<file path="config.mk">
export PLATFORM = sky130hd
export DESIGN_NAME = addsub8
export DESIGN_NICKNAME = d
export VERILOG_FILES = /design/src/rtl/addsub_pkg.sv /design/src/rtl/addsub8_rca_core.sv /design/src/rtl/addsub8.sv
export SDC_FILE = /design/constraint.sdc
export NUM_CORES = 1
export LEC_CHECK = 0
export BUFFER_PORTS_ARGS = -buffer_cell sky130_fd_sc_hd__buf_4
export CORE_AREA = 2 2 48 50
export DETAILED_ROUTE_END_ITERATION = 8
export DIE_AREA = 0 0 50 52
export PLACE_DENSITY = 0.77
export SLEW_MARGIN = 40
export SYNTH_ARGS = -nofsm -noshare
export SYNTH_HDL_FRONTEND = slang
export SYNTH_HIERARCHICAL = 1
export SYNTH_SLANG_ARGS = --single-unit
</file>
<file path="constraint.sdc">
create_clock -name clk -period 0.8 [get_ports clk]
set_input_delay 0.04 -clock clk [delete_from_list [all_inputs] [get_ports clk]]
set_output_delay 0.04 -clock clk [all_outputs]
set_load 0.02 [all_outputs]
</file>
<file path="src/rtl/addsub_pkg.sv">
// ============================================================
// addsub_pkg : shared widths, word type and CLA group helper
// rev 1.0
// ============================================================
`default_nettype none

package addsub_pkg;

  localparam int ADDSUB_WIDTH = 8;
  localparam int CLA_GROUP    = 4;

  typedef logic [ADDSUB_WIDTH-1:0] word_t;

  // Lookahead carry into bit n of a group, expanded as a flat sum of products.
  function automatic logic grp_carry(input logic [CLA_GROUP-1:0] g,
                                     input logic [CLA_GROUP-1:0] p,
                                     input logic                 cin,
                                     input int                   n);
    logic c_acc;
    logic p_acc;
    c_acc = 1'b0;
    p_acc = 1'b1;
    for (int j = CLA_GROUP - 1; j >= 0; j--) begin
      if (j < n) begin
        c_acc = c_acc | (p_acc & g[j]);
        p_acc = p_acc & p[j];
      end
    end
    return c_acc | (p_acc & cin);
  endfunction

endpackage

`default_nettype wire

</file>
<file path="src/rtl/addsub8_rca_core.sv">
// ============================================================
// rca_core : parameterised ripple-carry adder (cross-check path)
// rev 1.0
// ============================================================
`default_nettype none

module rca_core
  import addsub_pkg::*;
#(
  parameter int WIDTH = ADDSUB_WIDTH
) (
  input  logic [WIDTH-1:0] a,
  input  logic [WIDTH-1:0] b,
  input  logic             cin,
  output logic [WIDTH-1:0] sum,
  output logic             cout
);

  always_comb begin
    logic c_chain;
    sum     = '0;
    c_chain = cin;
    for (int i = 0; i < WIDTH; i++) begin
      sum[i]  = a[i] ^ b[i] ^ c_chain;
      c_chain = (a[i] & b[i]) | (c_chain & (a[i] ^ b[i]));
    end
    cout = c_chain;
  end

endmodule

`default_nettype wire

</file>
<file path="src/rtl/addsub8.sv">
// ============================================================
// addsub8 : registered CLA add/sub with ripple-carry cross-check
// rev 1.0
// ============================================================
`default_nettype none

module addsub8
  import addsub_pkg::*;
#(
  parameter int WIDTH = ADDSUB_WIDTH
) (
  input  logic             clk,
  input  logic             rst_n,
  input  logic [WIDTH-1:0] a,
  input  logic [WIDTH-1:0] b,
  input  logic             carry_in,
  output logic [WIDTH-1:0] y,
  output logic             carry,
  output logic             overflow,
  output logic             mismatch
);

  localparam int NG = WIDTH / CLA_GROUP;

  logic [WIDTH-1:0] w_b_eff;
  logic [WIDTH-1:0] w_g;
  logic [WIDTH-1:0] w_p;
  logic [NG-1:0]    w_gg;
  logic [NG-1:0]    w_gp;
  logic [NG:0]      w_cgrp;
  logic [WIDTH-1:0] w_cla_y;
  logic             w_cla_c;
  logic [WIDTH-1:0] w_rca_y;
  logic             w_rca_c;

  logic [WIDTH-1:0] y_d, y_q;
  logic             carry_d, carry_q;
  logic             overflow_d, overflow_q;
  logic             mismatch_d, mismatch_q;

  assign w_b_eff = b ^ {WIDTH{carry_in}};
  assign w_g     = a & w_b_eff;
  assign w_p     = a ^ w_b_eff;

  generate
    for (genvar k = 0; k < NG; k++) begin : g_group
      assign w_gg[k] = grp_carry(w_g[k*CLA_GROUP +: CLA_GROUP],
                                 w_p[k*CLA_GROUP +: CLA_GROUP], 1'b0, CLA_GROUP);
      assign w_gp[k] = &w_p[k*CLA_GROUP +: CLA_GROUP];
      for (genvar i = 0; i < CLA_GROUP; i++) begin : g_bit
        assign w_cla_y[k*CLA_GROUP + i] =
          w_p[k*CLA_GROUP + i] ^
          grp_carry(w_g[k*CLA_GROUP +: CLA_GROUP],
                    w_p[k*CLA_GROUP +: CLA_GROUP], w_cgrp[k], i);
      end
    end
  endgenerate

  // Each group carry-in is a flat function of group G/P and carry_in only.
  always_comb begin
    logic t_c;
    logic t_p;
    w_cgrp    = '0;
    w_cgrp[0] = carry_in;
    for (int k = 1; k <= NG; k++) begin
      t_c = 1'b0;
      t_p = 1'b1;
      for (int j = k - 1; j >= 0; j--) begin
        t_c = t_c | (t_p & w_gg[j]);
        t_p = t_p & w_gp[j];
      end
      w_cgrp[k] = t_c | (t_p & carry_in);
    end
  end

  assign w_cla_c = w_cgrp[NG];

  rca_core #(
    .WIDTH (WIDTH)
  ) u_rca (
    .a    (a),
    .b    (w_b_eff),
    .cin  (carry_in),
    .sum  (w_rca_y),
    .cout (w_rca_c)
  );

  assign y_d        = w_cla_y;
  assign carry_d    = w_cla_c;
  assign overflow_d = (a[WIDTH-1] == w_b_eff[WIDTH-1]) && (w_cla_y[WIDTH-1] != a[WIDTH-1]);
  assign mismatch_d = (w_cla_y != w_rca_y) || (w_cla_c != w_rca_c);

  always_ff @(posedge clk or negedge rst_n) begin
    if (!rst_n) begin
      y_q        <= '0;
      carry_q    <= 1'b0;
      overflow_q <= 1'b0;
      mismatch_q <= 1'b0;
    end else begin
      y_q        <= y_d;
      carry_q    <= carry_d;
      overflow_q <= overflow_d;
      mismatch_q <= mismatch_d;
    end
  end

  assign y        = y_q;
  assign carry    = carry_q;
  assign overflow = overflow_q;
  assign mismatch = mismatch_q;

endmodule

`default_nettype wire

</file>
==> results summary, run 1 <==
The run finished, with violations left. The final reports fail on negative setup slack. Among all cell types in the netlist, the one instantiated most often is sky130_fd_sc_hd__xor2_1. The number of max-cap violations is 0. The cell area that synthesis handed to floorplanning was 1020 um2. The critical path goes through buf_4, xor2_4, fa_1, inv_1, fa_1, inv_1, fa_2, fa_2, fa_2, fa_2, fa_2, inv_1, fa_1, inv_1, xor2_2, inv_1, and3_1, mux2_4, o211ai_2. The root buffer cell is sky130_fd_sc_hd__clkbuf_4. The worst setup path is of the primary input to flip-flop kind. The port buffer count is 29. The share of synthesized flip-flops with an asynchronous set or reset came out at 100%. The area of the die came out at 2600 um2.

The number of antenna violations at the first check in global routing is 0. The sum of overflow across all layers after global routing is 0. The clock input transition at the sequential cells of the worst setup and hold paths is 0.08 ns. The setup violation total in the final timing report came out at 22. Among all stages on the critical path, the largest delay is contributed by sky130_fd_sc_hd__fa_1. The number of buffers inserted during clock tree synthesis came out at 3.

The worst setup path is captured at a flip-flop. The detailed router finished its first iteration with 20 violations. Subtracting the final worst setup slack from the clock period gives 3.90 ns.

Summed over its instances, the top area cell type makes up 27.0% of the synthesized netlist area. The floorplan step set the die height to 52 um. After routing the design area is 1940 um2. The delay of the slowest cell on the worst path is 0.40 ns. The sum of negative setup slack came out at -11.88 ns. The floorplan has 17 rows. TritonCTS built the clock tree.

The worst setup path startpoint is b[0]. The placeable core region is 2110 um2. The number of standard cells after synthesis is 89.

After legalization and detailed placement, the total HPWL measured 1730 um. The number of storage elements in the synthesis netlist is 11. STA puts the critical path data required time at 1.01 ns. The number of warnings reported in the yosys synthesis log is 6. The number of global-route vias before repair is 961. For this design, the sink count on the clock tree is 11.

In this run the remaining antenna-violating nets after routing total 0. A synthesized cell averages 11.5 um2. The number of design rule violations left after detail routing came out at 0. Ranked by total cell area, the synthesized netlist is headed by sky130_fd_sc_hd__dfrtp_1 (27%), sky130_fd_sc_hd__fa_1 (18%), sky130_fd_sc_hd__xor2_1 (14%). The via count came out at 970. The cell taking the most area after synthesis is sky130_fd_sc_hd__dfrtp_1. The first global-routing pass estimated 4550 um of wire. The slew at the pin closest to its max-slew limit came out at 0.427 ns. The count of pins over their slew limit is 0. The maximum VDD drop is 1350 uV.

The part of the Yosys area used for sequential elements is 27.0%. The part of the cycle the worst path needs is 487%. Counting tap cells, the placed design contains a total of 176 instances. The boundary pin count came out at 30. The final wirelength is 3700 um. The number of standard cells in the layout, taps in and fillers out is 183. Setup repair after global routing could not meet its margin everywhere. The data arrival time at the worst-slack endpoint is 4.10 ns. The tightest min-delay check is of the primary input to asynchronous set/reset pin type. The number of iterations in the first detailed-routing pass came out at 4. Across all setup checks in the final design, the least slack found is -3.10 ns. The number of hold-slack violations in the final timing report is 0. The synthesized net count is 125. Headroom to the max-slew limit came out at 70.7%. From synthesis to final layout, the design area changed by 90.1%. The detailed-route wire length per cell is 20.2 um. For this configuration, the core starts out at a cell density of 48.4%. The number of inserted diodes came out at 0. The global-route usage over all layers came out at 24.1%. The largest fanout on the critical path is 2.

The power density relative to cell area is 1910 nW/um2. The standby leakage power came out at 0.000882 uW. The post-placement cell area came out at 1520 um2. The maximum clock path buffer count came out at 2. Ranked by instance count, the synthesized netlist is headed by sky130_fd_sc_hd__xor2_1 (16), sky130_fd_sc_hd__inv_1 (12), sky130_fd_sc_hd__dfrtp_1 (11). The most used flip-flop cell after synthesis is sky130_fd_sc_hd__dfrtp_1. The net count of the finished layout is 192. Of the cells placed in the final design, the portion with a size suffix greater than 1 is 63.9%. The worst setup slack after placement is -3.33 ns.

The number of enable-type register cells in the synthesized netlist is 0. The final total power is 3690 uW. The upper clock frequency limit is 257 MHz. The number of H-tree levels came out at 1. STA classifies the critical path startpoint as a primary input. The maximum number of pins on one net before global-route repair is 12. The width of the chip is 50 um. The critical path ends at mismatch. The global placer's final weighted congestion came out at 0.836. The via-per-instance ratio is 5.30. In this run, distinct cell masters in the synthesized netlist total 27.
-- layout by cell type, fill, tap and decap left out, types with 3 or more instances in the layout --
| master | instances |
|---|---|
| sky130_fd_sc_hd__ha_4 | 4 |
| sky130_fd_sc_hd__inv_1 | 12 |
| sky130_fd_sc_hd__ha_1 | 4 |
| sky130_fd_sc_hd__xor2_2 | 5 |
| sky130_fd_sc_hd__xor2_1 | 4 |
| sky130_fd_sc_hd__buf_4 | 41 |
| sky130_fd_sc_hd__dfrtp_1 | 11 |
| sky130_fd_sc_hd__xor2_4 | 7 |
| sky130_fd_sc_hd__buf_6 | 18 |
| sky130_fd_sc_hd__fa_1 | 3 |
| sky130_fd_sc_hd__clkbuf_4 | 3 |
| sky130_fd_sc_hd__fa_2 | 6 |
| sky130_fd_sc_hd__xnor2_1 | 6 |
-- layout make-up --
type	count	area [um2]
multi-input combinational	65	981
timing repair buffer	63	576
sequential	11	275
fill	70	168
inverter	12	45.0
tap	28	35.0
clock buffer	4	26.3
-- logic make-up after synthesis --
family          after synthesis  synth area share (%)
fa+ha+maj                    17                  27.5
flops                        11                  27.0
buf+inv                      13                  5.15
simple gates                  8                  4.17
mux                           3                  3.44
compound gates               13                  12.1
xor+xnor                     24                  20.6
-- routing by layer --
metal	up-vias	GRT usage (%)	part of all wire (%)
met5	-	0	0
met4	0	9.72	4.2
met3	16	1.15	4.9
met2	58	44.3	52
met1	483	29.5	39
li1	413	-	-
-- flip-flops by register name, summed over array words and instances (netlist names) --
| name | cells |
|---|---|
| y | 8 |
| carry | 1 |
| mismatch | 1 |
| overflow | 1 |
-- worst min path at each step --
| stage | from | end | slack [ns] | depth (start not counted) |
|---|---|---|---|---|
| final | rst_n | y[5] | 0.13 | 2 |
| after global routing | rst_n | y[5] | 0.13 | 2 |
| after CTS | rst_n | y[3] | 0.13 | 2 |
| after detailed placement | rst_n | y[2] | -0.13 | 1 |
| after global placement | rst_n | y[4] | -0.13 | 1 |
| after floorplan | rst_n | carry | -0.26 | 0 |
-- power by group --
| group | internal, uW | leakage (uW) | switching (uW) | total, uW |
|---|---|---|---|---|
| logic | 1310 | 0.000740 | 1210 | 2510 |
| registers | 697 | 0.000127 | 77.8 | 775 |
| clock network | 194 | 0.0000150 | 214 | 407 |
-- critical path: cells and delay by family --
family          cells  cell delay, ns
compound gates      1            0.17
xor+xnor            2            0.30
fa+ha+maj           8            2.53
buf+inv             6            0.56
mux                 1            0.28
simple gates        1            0.21
-- metrics by stage --
| step | hold slack, ns | utilization (%) |
|---|---|---|
| finish | 0.132 | 92.0 |
| CTS | 0.126 | 85.1 |
| global placement | -0.129 | 72.3 |
| detailed placement | -0.126 | 72.3 |
| global route | 0.132 | 92.0 |
| floorplan | -0.256 | - |
-- timing repair --
item                       in CTS  in global routing
pin swaps                      13                  7
gates resized for setup        42                 18
buffers inserted                3                  3
hold buffers                    1                  0
setup endpoints to repair      22                 22
hold endpoints to repair       11                  0
Note: power is estimated with default switching activity, not from simulation.
==> run 2, diff against run 1 <==
Settings changed: SKIP_CTS_REPAIR_TIMING from default to 1.
==> run 2 against run 1 <==
Against the previous run:
- the flow still finishes with violations (negative setup slack)
- die area is the same
- clock power is 2% lower
- core utilization is 0.42 points higher
- sequential share of layout area shrank 0.064 points
- design area increased by 0.45%
- worst hold slack improved by 0.0017 ns
- count of clock-buffer cells in the layout stayed put
- critical path type unchanged
- critical endpoint unchanged
- largest power group unchanged
==> results summary, run 2 (same netlist as run 1, synthesis figures left out) <==
Status: finished with violations (unchanged). Violations in the final reports: negative setup slack (unchanged). The half-perimeter wire length of the detailed placement result is 1730 um (unchanged). The number of max-cap violations is 0 (unchanged). The slew at the pin closest to its max-slew limit came to 0.452 ns (was 0.427 ns). Setup repair after global routing missed its margin: true (unchanged). The number of nets with antenna violations after routing is 0 (unchanged). The switching power share of the total came out at 38.9% (was 40.6%).

The combined area of the multi-input logic cells came out at 952 um2 (was 981 um2). The sum of overflow across all layers after global routing came out at 0 (unchanged). The number of nets at the end of the flow came out at 196 (was 192). The end point of the critical path is mismatch (unchanged). The TritonCTS sink count came to 11 (unchanged).

The maximum VDD drop was 1310 uV (was 1350 uV). The root buffer cell is sky130_fd_sc_hd__clkbuf_4 (unchanged). The total area of sequential cells is 275 um2 (unchanged). The number of antenna violations at the first check in global routing came to 0 (unchanged). The count of pins over their slew limit is 0 (unchanged). The met1 layer wirelength in the final routing came out at 1310 um (was 1440 um). The number of design rule violations left after detail routing came out at 0 (unchanged). The final total power is 3590 uW (was 3690 uW). The port buffer count was 29 (unchanged). The number of iterations in the first detailed-routing pass is 4 (unchanged). The placeable core region came out at 2110 um2 (unchanged). The post-route worst setup slack is -3.00 ns (was -3.10 ns). The number of global-route vias before repair is 867 (was 961). The top routing layer in use is met4 (unchanged). The number of violations reported at the end of detailed-routing iteration 0 is 11 (was 20). The width of the chip was 50 um (unchanged). The die extent in y is 52 um (unchanged).

The count of fill cells added during filler insertion came out at 70 (unchanged). The detailed-route wire length per cell came out at 18.0 um (was 20.2 um). The boundary pin count is 30 (unchanged).

The global placer's final weighted congestion came to 0.836 (unchanged). The initial cell density of the core is 48.4% (unchanged). The CTS tree was built (unchanged). The maximum number of pins on one net before global-route repair is 12 (unchanged). The number of inserted diodes was 0 (unchanged).

The global-route usage over all layers came out at 17.5% (was 24.1%). The time the final worst path needs with I/O delays and setup came to 3.80 ns (was 3.90 ns). The area overhead of the layout relative to synthesis came out at 90.9% (was 90.1%).

The kind of end point of the critical path was a flip-flop (unchanged). The most common library cell in the layout ignoring fill and taps is sky130_fd_sc_hd__buf_4 (unchanged). The number of H-tree levels is 1 (unchanged). The via-per-instance ratio is 4.95 (was 5.30).

The part of the cycle the worst path needs came to 475% (was 487%). The flip-flop count of the largest register after layout came out at 8 (unchanged). The number of standard-cell rows in the floorplan is 17 (unchanged). The wire length of the first global-routing pass is 3500 um (was 4550 um). The detailed route wirelength on metal2 is 1920 um (about the same). The fraction of layout instances using a drive strength above 1 is 66.0% (was 63.9%).

The area of the die is 2600 um2 (unchanged). The start-to-end type of the worst setup path is primary input to flip-flop (unchanged). The number of instances in the placed design is 176 (unchanged). The standby leakage power is 0.000894 uW (was 0.000882 uW). The power density relative to cell area came out at 1850 nW/um2 (was 1910 nW/um2).

The internal power consumption is 2190 uW (was 2200 uW). The startpoint kind of the worst setup timing path is a primary input (unchanged). The upper clock frequency limit came to 263 MHz (was 257 MHz). The combinational fraction of design power is 67.4% (was 68.0%). The clock input transition at the sequential cells of the worst setup and hold paths is 0.07 ns (was 0.08 ns).

The setup violation total in the final timing report came out at 22 (unchanged). The final wirelength came out at 3360 um (was 3700 um). The number of buffers inserted during clock tree synthesis is 3 (unchanged). The path category of the worst min-delay check is primary input to asynchronous set/reset pin (unchanged). The net load switching power was 1400 uW (was 1500 uW). The worst endpoint required time came out at 0.95 ns (was 1.01 ns). The via count is 925 (was 970). The worst setup path startpoint is b[0] (unchanged).

The number of hold-slack violations in the final timing report is 0 (unchanged). The wire length on met3 is 87 um (was 183 um). The largest fanout on the critical path came out at 2 (unchanged). The tightest slew margin relative to the limit came out at 69.0% (was 70.7%).

The number of standard cells in the layout, taps in and fillers out came out at 187 (was 183). The sequential cell fraction of total power is 21.5% (was 21.0%). The relative contribution of the clock network to total power came out at 11.1% (was 11.0%). Commonest non-fill, non-tap cells in the layout: sky130_fd_sc_hd__buf_4 (44), sky130_fd_sc_hd__buf_6 (18), sky130_fd_sc_hd__inv_1 (11), sky130_fd_sc_hd__dfrtp_1 (11) (was sky130_fd_sc_hd__buf_4 (41), sky130_fd_sc_hd__buf_6 (18), sky130_fd_sc_hd__inv_1 (12)). The data arrival time at the worst-slack endpoint is 3.95 ns (was 4.10 ns). The maximum clock path buffer count is 2 (unchanged).
-- run 2: cell types whose count changed in the layout (fill, tap and decap cells not counted) --
cell | previous run | this run
sky130_fd_sc_hd__a211oi_2 | 0 | 1
sky130_fd_sc_hd__a211oi_4 | 1 | 0
sky130_fd_sc_hd__a21o_2 | 1 | 2
sky130_fd_sc_hd__a21o_4 | 1 | 0
sky130_fd_sc_hd__buf_4 | 41 | 44
sky130_fd_sc_hd__buf_8 | 1 | 2
sky130_fd_sc_hd__ha_1 | 4 | 2
sky130_fd_sc_hd__ha_2 | 0 | 1
sky130_fd_sc_hd__ha_4 | 4 | 5
sky130_fd_sc_hd__inv_1 | 12 | 11
sky130_fd_sc_hd__inv_2 | 0 | 1
sky130_fd_sc_hd__xor2_1 | 4 | 5
sky130_fd_sc_hd__xor2_2 | 5 | 6
sky130_fd_sc_hd__xor2_4 | 7 | 5
-- run 2: worst min-delay path by stage --
stage / from / endpoint / slack [ns] / cells after the start
floorplan: rst_n / carry / -0.26 / 0
global placement: rst_n / y[4] / -0.13 / 1
detailed placement: rst_n / y[2] / -0.13 / 1
CTS: rst_n / y[3] / -0.41 / 1
global route: rst_n / mismatch / 0.13 / 2
finish: rst_n / mismatch / 0.13 / 2
-- run 2: worst max-delay path: stages --
cell                       delay (ns)
sky130_fd_sc_hd__buf_4           0.13
sky130_fd_sc_hd__xor2_4          0.15
sky130_fd_sc_hd__fa_1            0.39
sky130_fd_sc_hd__inv_1           0.10
sky130_fd_sc_hd__fa_1            0.17
sky130_fd_sc_hd__inv_1           0.06
sky130_fd_sc_hd__fa_2            0.34
sky130_fd_sc_hd__fa_2            0.36
sky130_fd_sc_hd__fa_2            0.35
sky130_fd_sc_hd__fa_2            0.36
sky130_fd_sc_hd__fa_2            0.33
sky130_fd_sc_hd__inv_1           0.08
sky130_fd_sc_hd__fa_1            0.20
sky130_fd_sc_hd__inv_2           0.07
sky130_fd_sc_hd__xor2_2          0.15
sky130_fd_sc_hd__buf_4           0.13
sky130_fd_sc_hd__buf_4           0.12
sky130_fd_sc_hd__nor3_1          0.13
sky130_fd_sc_hd__mux2_4          0.17
sky130_fd_sc_hd__o211ai_2        0.09
-- run 2: through the flow --
stage / cell area (um2) / TNS (ns) / hold WS, ns / setup WS (ns) / util [%]
floorplan: 1060 / -10.0 / -0.256 / -3.08 / -
global route: 1950 / -12.25 / 0.130 / -3.14 / 92.5
global placement: 1520 / -15.12 / -0.129 / -3.23 / 72.3
CTS: 1550 / -13.03 / -0.412 / -3.06 / 73.6
finish: 1950 / -11.52 / 0.134 / -3.00 / 92.5
detailed placement: 1520 / -15.87 / -0.126 / -3.33 / 72.3
-- run 2: cell type report --
| type | count | area share (%) |
|---|---|---|
| Multi-Input combinational cell | 65 | 48.9 |
| Clock buffer | 4 | 1.35 |
| Sequential cell | 11 | 14.1 |
| Timing Repair Buffer | 67 | 31.5 |
| Inverter | 12 | 2.31 |
| Tap cell | 28 | 1.80 |
-- run 2: power groups by stage --
stage	Combinational (uW)	Sequential, uW	Clock [uW]
2_1_floorplan	860	930	0
3_3_place_gp	1790	736	0
3_5_place_dp	1840	739	0
4_1_cts	1840	728	366
5_1_grt	2560	782	440
6_report	2420	771	400
-- run 2: per-layer routing --
layer / global-route usage, % / vias to the layer above
met5: 0 / -
met4: 6.94 / 0
met3: 0.862 / 4
met2: 34.6 / 30
met1: 19.3 / 473
li1: - / 418
==> run 3, diff against run 2 <==
Settings changed: CORE_AREA 2 2 48 50 to 2 2 49 51, DIE_AREA 0 0 50 52 to 0 0 51 53, PLACE_DENSITY 0.77 to 0.75, SYNTH_HIERARCHICAL 1 to default.
==> run 3 against run 2 <==
Against the previous run:
- the flow now stops in 5_1_grt
- synthesized area grew 1.3%
- synthesized cell count grew 4.5%
==> results summary, run 3 <==
Status: stopped before the end (was finished with violations). Progress stopped at 5_1_grt. The tool reported: "[ERROR DPL-0033] detailed placement checks failed during check placement". The initial cell density of the core came out at 48.1% (was 48.4%).

The cell with the most instances after synthesis was sky130_fd_sc_hd__xor2_1 (unchanged). The number of antenna violations at the first check in global routing came to 0. The number of warnings reported in the yosys synthesis log is 0 (was 6). The width of the chip came out at 51 um (was 50 um). The post-synthesis cell type count came out at 31 (was 27). The cell taking the most area after synthesis is sky130_fd_sc_hd__dfrtp_1 (unchanged). Leading cell types by total area after synthesis: sky130_fd_sc_hd__dfrtp_1 (27%), sky130_fd_sc_hd__fa_1 (15%), sky130_fd_sc_hd__xor2_1 (14%) (was sky130_fd_sc_hd__dfrtp_1 (27%), sky130_fd_sc_hd__fa_1 (18%), sky130_fd_sc_hd__xor2_1 (14%)).

The die extent in y was 53 um (was 52 um). The number of enable-type register cells in the synthesized netlist came out at 0 (unchanged). The root buffer cell is sky130_fd_sc_hd__clkbuf_4 (unchanged). The area share of the largest cell type after synthesis is 26.6% (was 27.0%). The number of buffers inserted during clock tree synthesis came out at 3 (unchanged). The boundary pin count is 30 (unchanged).

The maximum number of pins on one net before global-route repair came out at 12. The part of the Yosys area used for sequential elements is 26.6% (was 27.0%). The pin category terminating the worst setup path after the last repair is a register data pin. The number of storage elements in the synthesis netlist is 11 (unchanged). The TritonCTS sink count is 11 (unchanged). The number of standard cells after synthesis was 93 (was 89). The share of synthesized flip-flops with an asynchronous set or reset is 100% (unchanged). The maximum clock path buffer count came to 2 (unchanged). The post-synthesis cell area came to 1030 um2 (was 1020 um2). The average footprint of a synthesized cell is 11.1 um2 (was 11.5 um2).

The predominant post-synthesis flop cell is sky130_fd_sc_hd__dfrtp_1 (unchanged). The half-perimeter wire length of the detailed placement result came to 2130 um (was 1730 um). Leading cell types by count after synthesis: sky130_fd_sc_hd__xor2_1 (16), sky130_fd_sc_hd__dfrtp_1 (11), sky130_fd_sc_hd__fa_1 (8), sky130_fd_sc_hd__ha_1 (8) (was sky130_fd_sc_hd__xor2_1 (16), sky130_fd_sc_hd__inv_1 (12), sky130_fd_sc_hd__dfrtp_1 (11)). The synthesized net count is 128 (was 125). The number of H-tree levels came to 1 (unchanged). The worst setup endpoint after the global-route repair_timing is mismatch$_DFF_PN0_/D.

The port buffer count came out at 29 (unchanged). The number of standard-cell rows in the floorplan is 17 (unchanged). The global placer's final weighted congestion came out at 0.794 (was 0.836).
run 3: cell count changes after synthesis, moves of 2 or more:
cell                       previous run  this run
sky130_fd_sc_hd__o21ai_0              1         4
sky130_fd_sc_hd__nand3_1              1         3
sky130_fd_sc_hd__a21oi_1              2         5
sky130_fd_sc_hd__a21o_2               2         0
sky130_fd_sc_hd__nor3_1               2         0
sky130_fd_sc_hd__inv_1               12         5
sky130_fd_sc_hd__xnor2_1              8         5
sky130_fd_sc_hd__nand2b_1             0         3
sky130_fd_sc_hd__nor2_1               1         4
run 3: cell families after synthesis:
family                     synth area share, %
DFF                                       26.6
and+or+nand+nor                           8.72
muxes                                    0.969
xor gates and xnor gates                  20.1
adders and majority gates                 25.2
AOI/OAI and AO/OA                         16.1
buffers and inverters                     2.30
run 3: through the flow:
step	std cells	hold WS (ns)	area (um2)	setup slack (ns)	util, %
after detailed placement	188	-0.124	1690	-2.97	78.7
after floorplan	93	-0.256	1170	-2.83	-
after CTS	192	-0.401	1720	-2.71	80.0
after global placement	188	-0.127	1690	-2.92	78.7
==> run 4, diff against run 3 <==
Settings changed: CORE_AREA 2 2 49 51 to 2 2 63 65, DIE_AREA 0 0 51 53 to 0 0 65 67, PLACE_DENSITY 0.75 to default, PLACE_DENSITY_LB_ADDON from default to 0.15.
==> run 4 against run 3 <==
Against the previous run:
- the flow now finishes, with violations (negative setup slack)
- synthesized cell count stayed put
- synthesized area is the same
==> results summary, run 4 <==
The post-placement cell area came to 1730 um2 (was 1690 um2). The number of antenna violations at the first check in global routing is 0. The clock input transition at the sequential cells of the worst setup and hold paths is 0.04 ns. For this run, design rule violations remaining after detail routing come to 0. The number of buffers inserted during clock tree synthesis came to 3 (unchanged). The most common library cell in the layout ignoring fill and taps is sky130_fd_sc_hd__buf_4.

The utilization of the core after routing is 61.0%. The floorplan step defined a die boundary enclosing 4360 um2. The root buffer cell was sky130_fd_sc_hd__clkbuf_8 (was sky130_fd_sc_hd__clkbuf_4).

The number of nets at the end of the flow came out at 224. The maximum clock path buffer count is 2 (unchanged). Cells with a size suffix above 1 make up 67.0% of the layout. The post-synthesis cell type count came out at 31 (unchanged). The post-synthesis cell area is 1030 um2 (unchanged). The number of global-route vias before repair is 958.

In this design, the stage delay of the slowest critical-path cell is 0.56 ns. The synthesized-area fraction occupied by and/or/nand/nor cells came to 8.72% (unchanged). The number of standard cells after synthesis came out at 93 (unchanged). The smallest clock period supported by the final layout is computed as 3.44 ns.

The worst-case IR drop observed on VDD is 638 uV. In the final timing run, aggregate negative setup slack is -16.50 ns. In the layout the commonest cells are sky130_fd_sc_hd__buf_4 (57), sky130_fd_sc_hd__buf_6 (32), sky130_fd_sc_hd__dfrtp_1 (11). The number of H-tree levels came to 1 (unchanged). The part of the Yosys area used for sequential elements is 26.6% (unchanged). Setup repair after global routing could not meet its margin everywhere. The number of max-cap violations came out at 0. The share of synthesized flip-flops with an asynchronous set or reset came out at 100% (unchanged).

The number of hold-slack violations in the final timing report came out at 0. Data arrives at the worst endpoint at 3.54 ns. The synthesized net count came out at 128 (unchanged). Leading cell types by count after synthesis: sky130_fd_sc_hd__xor2_1 (16), sky130_fd_sc_hd__dfrtp_1 (11), sky130_fd_sc_hd__fa_1 (8), sky130_fd_sc_hd__ha_1 (8) (unchanged). Power spread over the standard cell area amounts to 1730 nW/um2.

STA classifies the critical path startpoint as a primary input. The width of the chip is 65 um (was 51 um). The number of storage elements in the synthesis netlist was 11 (unchanged).

The register with the most flip-flops in the layout has 8 of them. The kind of end point of the critical path is a flip-flop. The TritonCTS sink count came to 11 (unchanged).

In this design, the critical path's most frequently occurring cell is sky130_fd_sc_hd__fa_2. The number of standard-cell rows in the floorplan is 22 (was 17). The upper clock frequency limit came out at 291 MHz. The part of the cycle the worst path needs is 430%. The post-synthesis share of cell area spent on xor and xnor gates came out at 20.1% (unchanged). The area share of the largest cell type after synthesis came out at 26.6% (unchanged).

By startpoint and endpoint, the worst setup path is classified as primary input to flip-flop. The number of violations reported at the end of detailed-routing iteration 0 came out at 13. The count of pins over their slew limit came out at 0. The final hold slack came out at 0.181 ns. In this run the worst path has a maximum fanout of 4.

The number of enable-type register cells in the synthesized netlist is 0 (unchanged). The half-perimeter wire length of the detailed placement result is 2210 um (was 2130 um). The post-route worst setup slack came out at -2.64 ns. The die extent in y came out at 67 um (was 53 um).

The number of nets with antenna violations after routing came out at 0. The final total power came out at 3810 uW. Status: finished with violations (was stopped before the end). Leading cell types by total area after synthesis: sky130_fd_sc_hd__dfrtp_1 (27%), sky130_fd_sc_hd__fa_1 (15%), sky130_fd_sc_hd__xor2_1 (14%) (unchanged).

TritonCTS built the clock tree. The first global-routing pass estimated 3960 um of wire. The adder-cell area share of the yosys netlist is 25.2% (unchanged). The via count is 1034. After routing the design area is 2200 um2. Compared with the post-synthesis result, the final layout area differs by 113%.

The placeable core region came out at 3610 um2. The worst pin sits at a relative slew slack of 77.2%. The global-route usage over all layers came out at 11.9%.

The average footprint of a synthesized cell came out at 11.1 um2 (unchanged). The number of inserted diodes came out at 0. The checks that failed: negative setup slack. The cell taking the most area after synthesis is sky130_fd_sc_hd__dfrtp_1 (unchanged). The number of buffers and inverters on the critical path came out at 3. The worst hold path belongs to the class primary input to asynchronous set/reset pin. After detailed routing, the average wire length per cell comes to 11.9 um.

The global placer's final weighted congestion is 0.736 (was 0.794). The share of cell area taken by muxes after synthesis is 0.969% (unchanged). The boundary pin count is 30 (unchanged). The critical path goes through buf_8, xor2_1, inv_1, fa_1, inv_1, fa_2, fa_2, fa_2, fa_2, fa_2, fa_2, xor2_1, a211o_1, a311oi_1, nand3_1. The fraction of the mapped netlist area in compound gates is 16.1% (unchanged). The initial cell density of the core came to 28.7% (was 48.1%). The worst endpoint required time came out at 0.90 ns.

The largest family of logic cells by synthesized area is adder cells (unchanged). The predominant post-synthesis flop cell was sky130_fd_sc_hd__dfrtp_1 (unchanged). The cell with the most instances after synthesis is sky130_fd_sc_hd__xor2_1 (unchanged). The sum of overflow across all layers after global routing is 0.

Setup violations remaining at the end of the flow were counted as 11. The standby leakage power came out at 0.00100 uW. The number of warnings reported in the yosys synthesis log came out at 0 (unchanged). The cell family contributing the most delay on the critical path is adder cells. The port buffer count came out at 29 (unchanged).

The number of cells on the critical path came out at 15. The maximum number of pins on one net before global-route repair came out at 12. The pre-antenna-repair detailed-routing pass consisted of 3 iterations. The slowest stage of the critical path is the sky130_fd_sc_hd__fa_2 cell. The via-per-instance ratio is 4.38. At the pin with the least slew margin, the transition time is 0.342 ns. The final wirelength is 2810 um.
-- run 4: cell counts after synthesis --
No cell type changed its count.
-- run 4: worst max-delay path by stage --
stage                   from  endpoint  slack, ns
floorplan           carry_in  mismatch      -2.83
global placement    carry_in  mismatch      -2.93
detailed placement  carry_in  mismatch      -2.95
CTS                 carry_in  mismatch      -2.71
global route        carry_in  mismatch      -2.75
finish              carry_in  mismatch      -2.64
-- run 4: metal layers --
| layer | global-route usage (%) | part of all wire, % | vias up |
|---|---|---|---|
| li1 | - | - | 519 |
| met1 | 15.3 | 42 | 489 |
| met2 | 21.4 | 54 | 23 |
| met3 | 1.01 | 3.4 | 3 |
| met4 | 3.19 | 0.92 | 0 |
| met5 | 0 | 0 | - |
-- run 4: layout make-up --
type                       count  area, um2
fill                         310       1410
multi-input combinational     76        967
clock buffer                   4       45.0
inverter                       5       18.8
sequential                    11        275
tap                           48       60.1
timing repair buffer          92        833
-- run 4: through the flow --
step,instances,worst slack [ns]
detailed placement,210,-2.95
finish,236,-2.64
CTS,214,-2.71
floorplan,93,-2.83
global placement,210,-2.93
global route,236,-2.75
-- run 4: logic make-up after synthesis --
logic type               count (synthesis)
XOR/XNOR                                22
AO/OA/AOI/OAI                           20
AND/OR/NAND/NOR                         17
adder cells (fa/ha/maj)                 16
flip-flops                              11
buffers and inverters                    6
multiplexers                             1
-- run 4: where the power goes --
group / switching [uW] / internal, uW / leakage [uW] / total (uW)
Clock: 168 / 346 / 0.0000228 / 514
Sequential: 43.2 / 700 / 0.000127 / 743
Combinational: 1100 / 1450 / 0.000854 / 2550
Total: 1310 / 2490 / 0.00100 / 3810
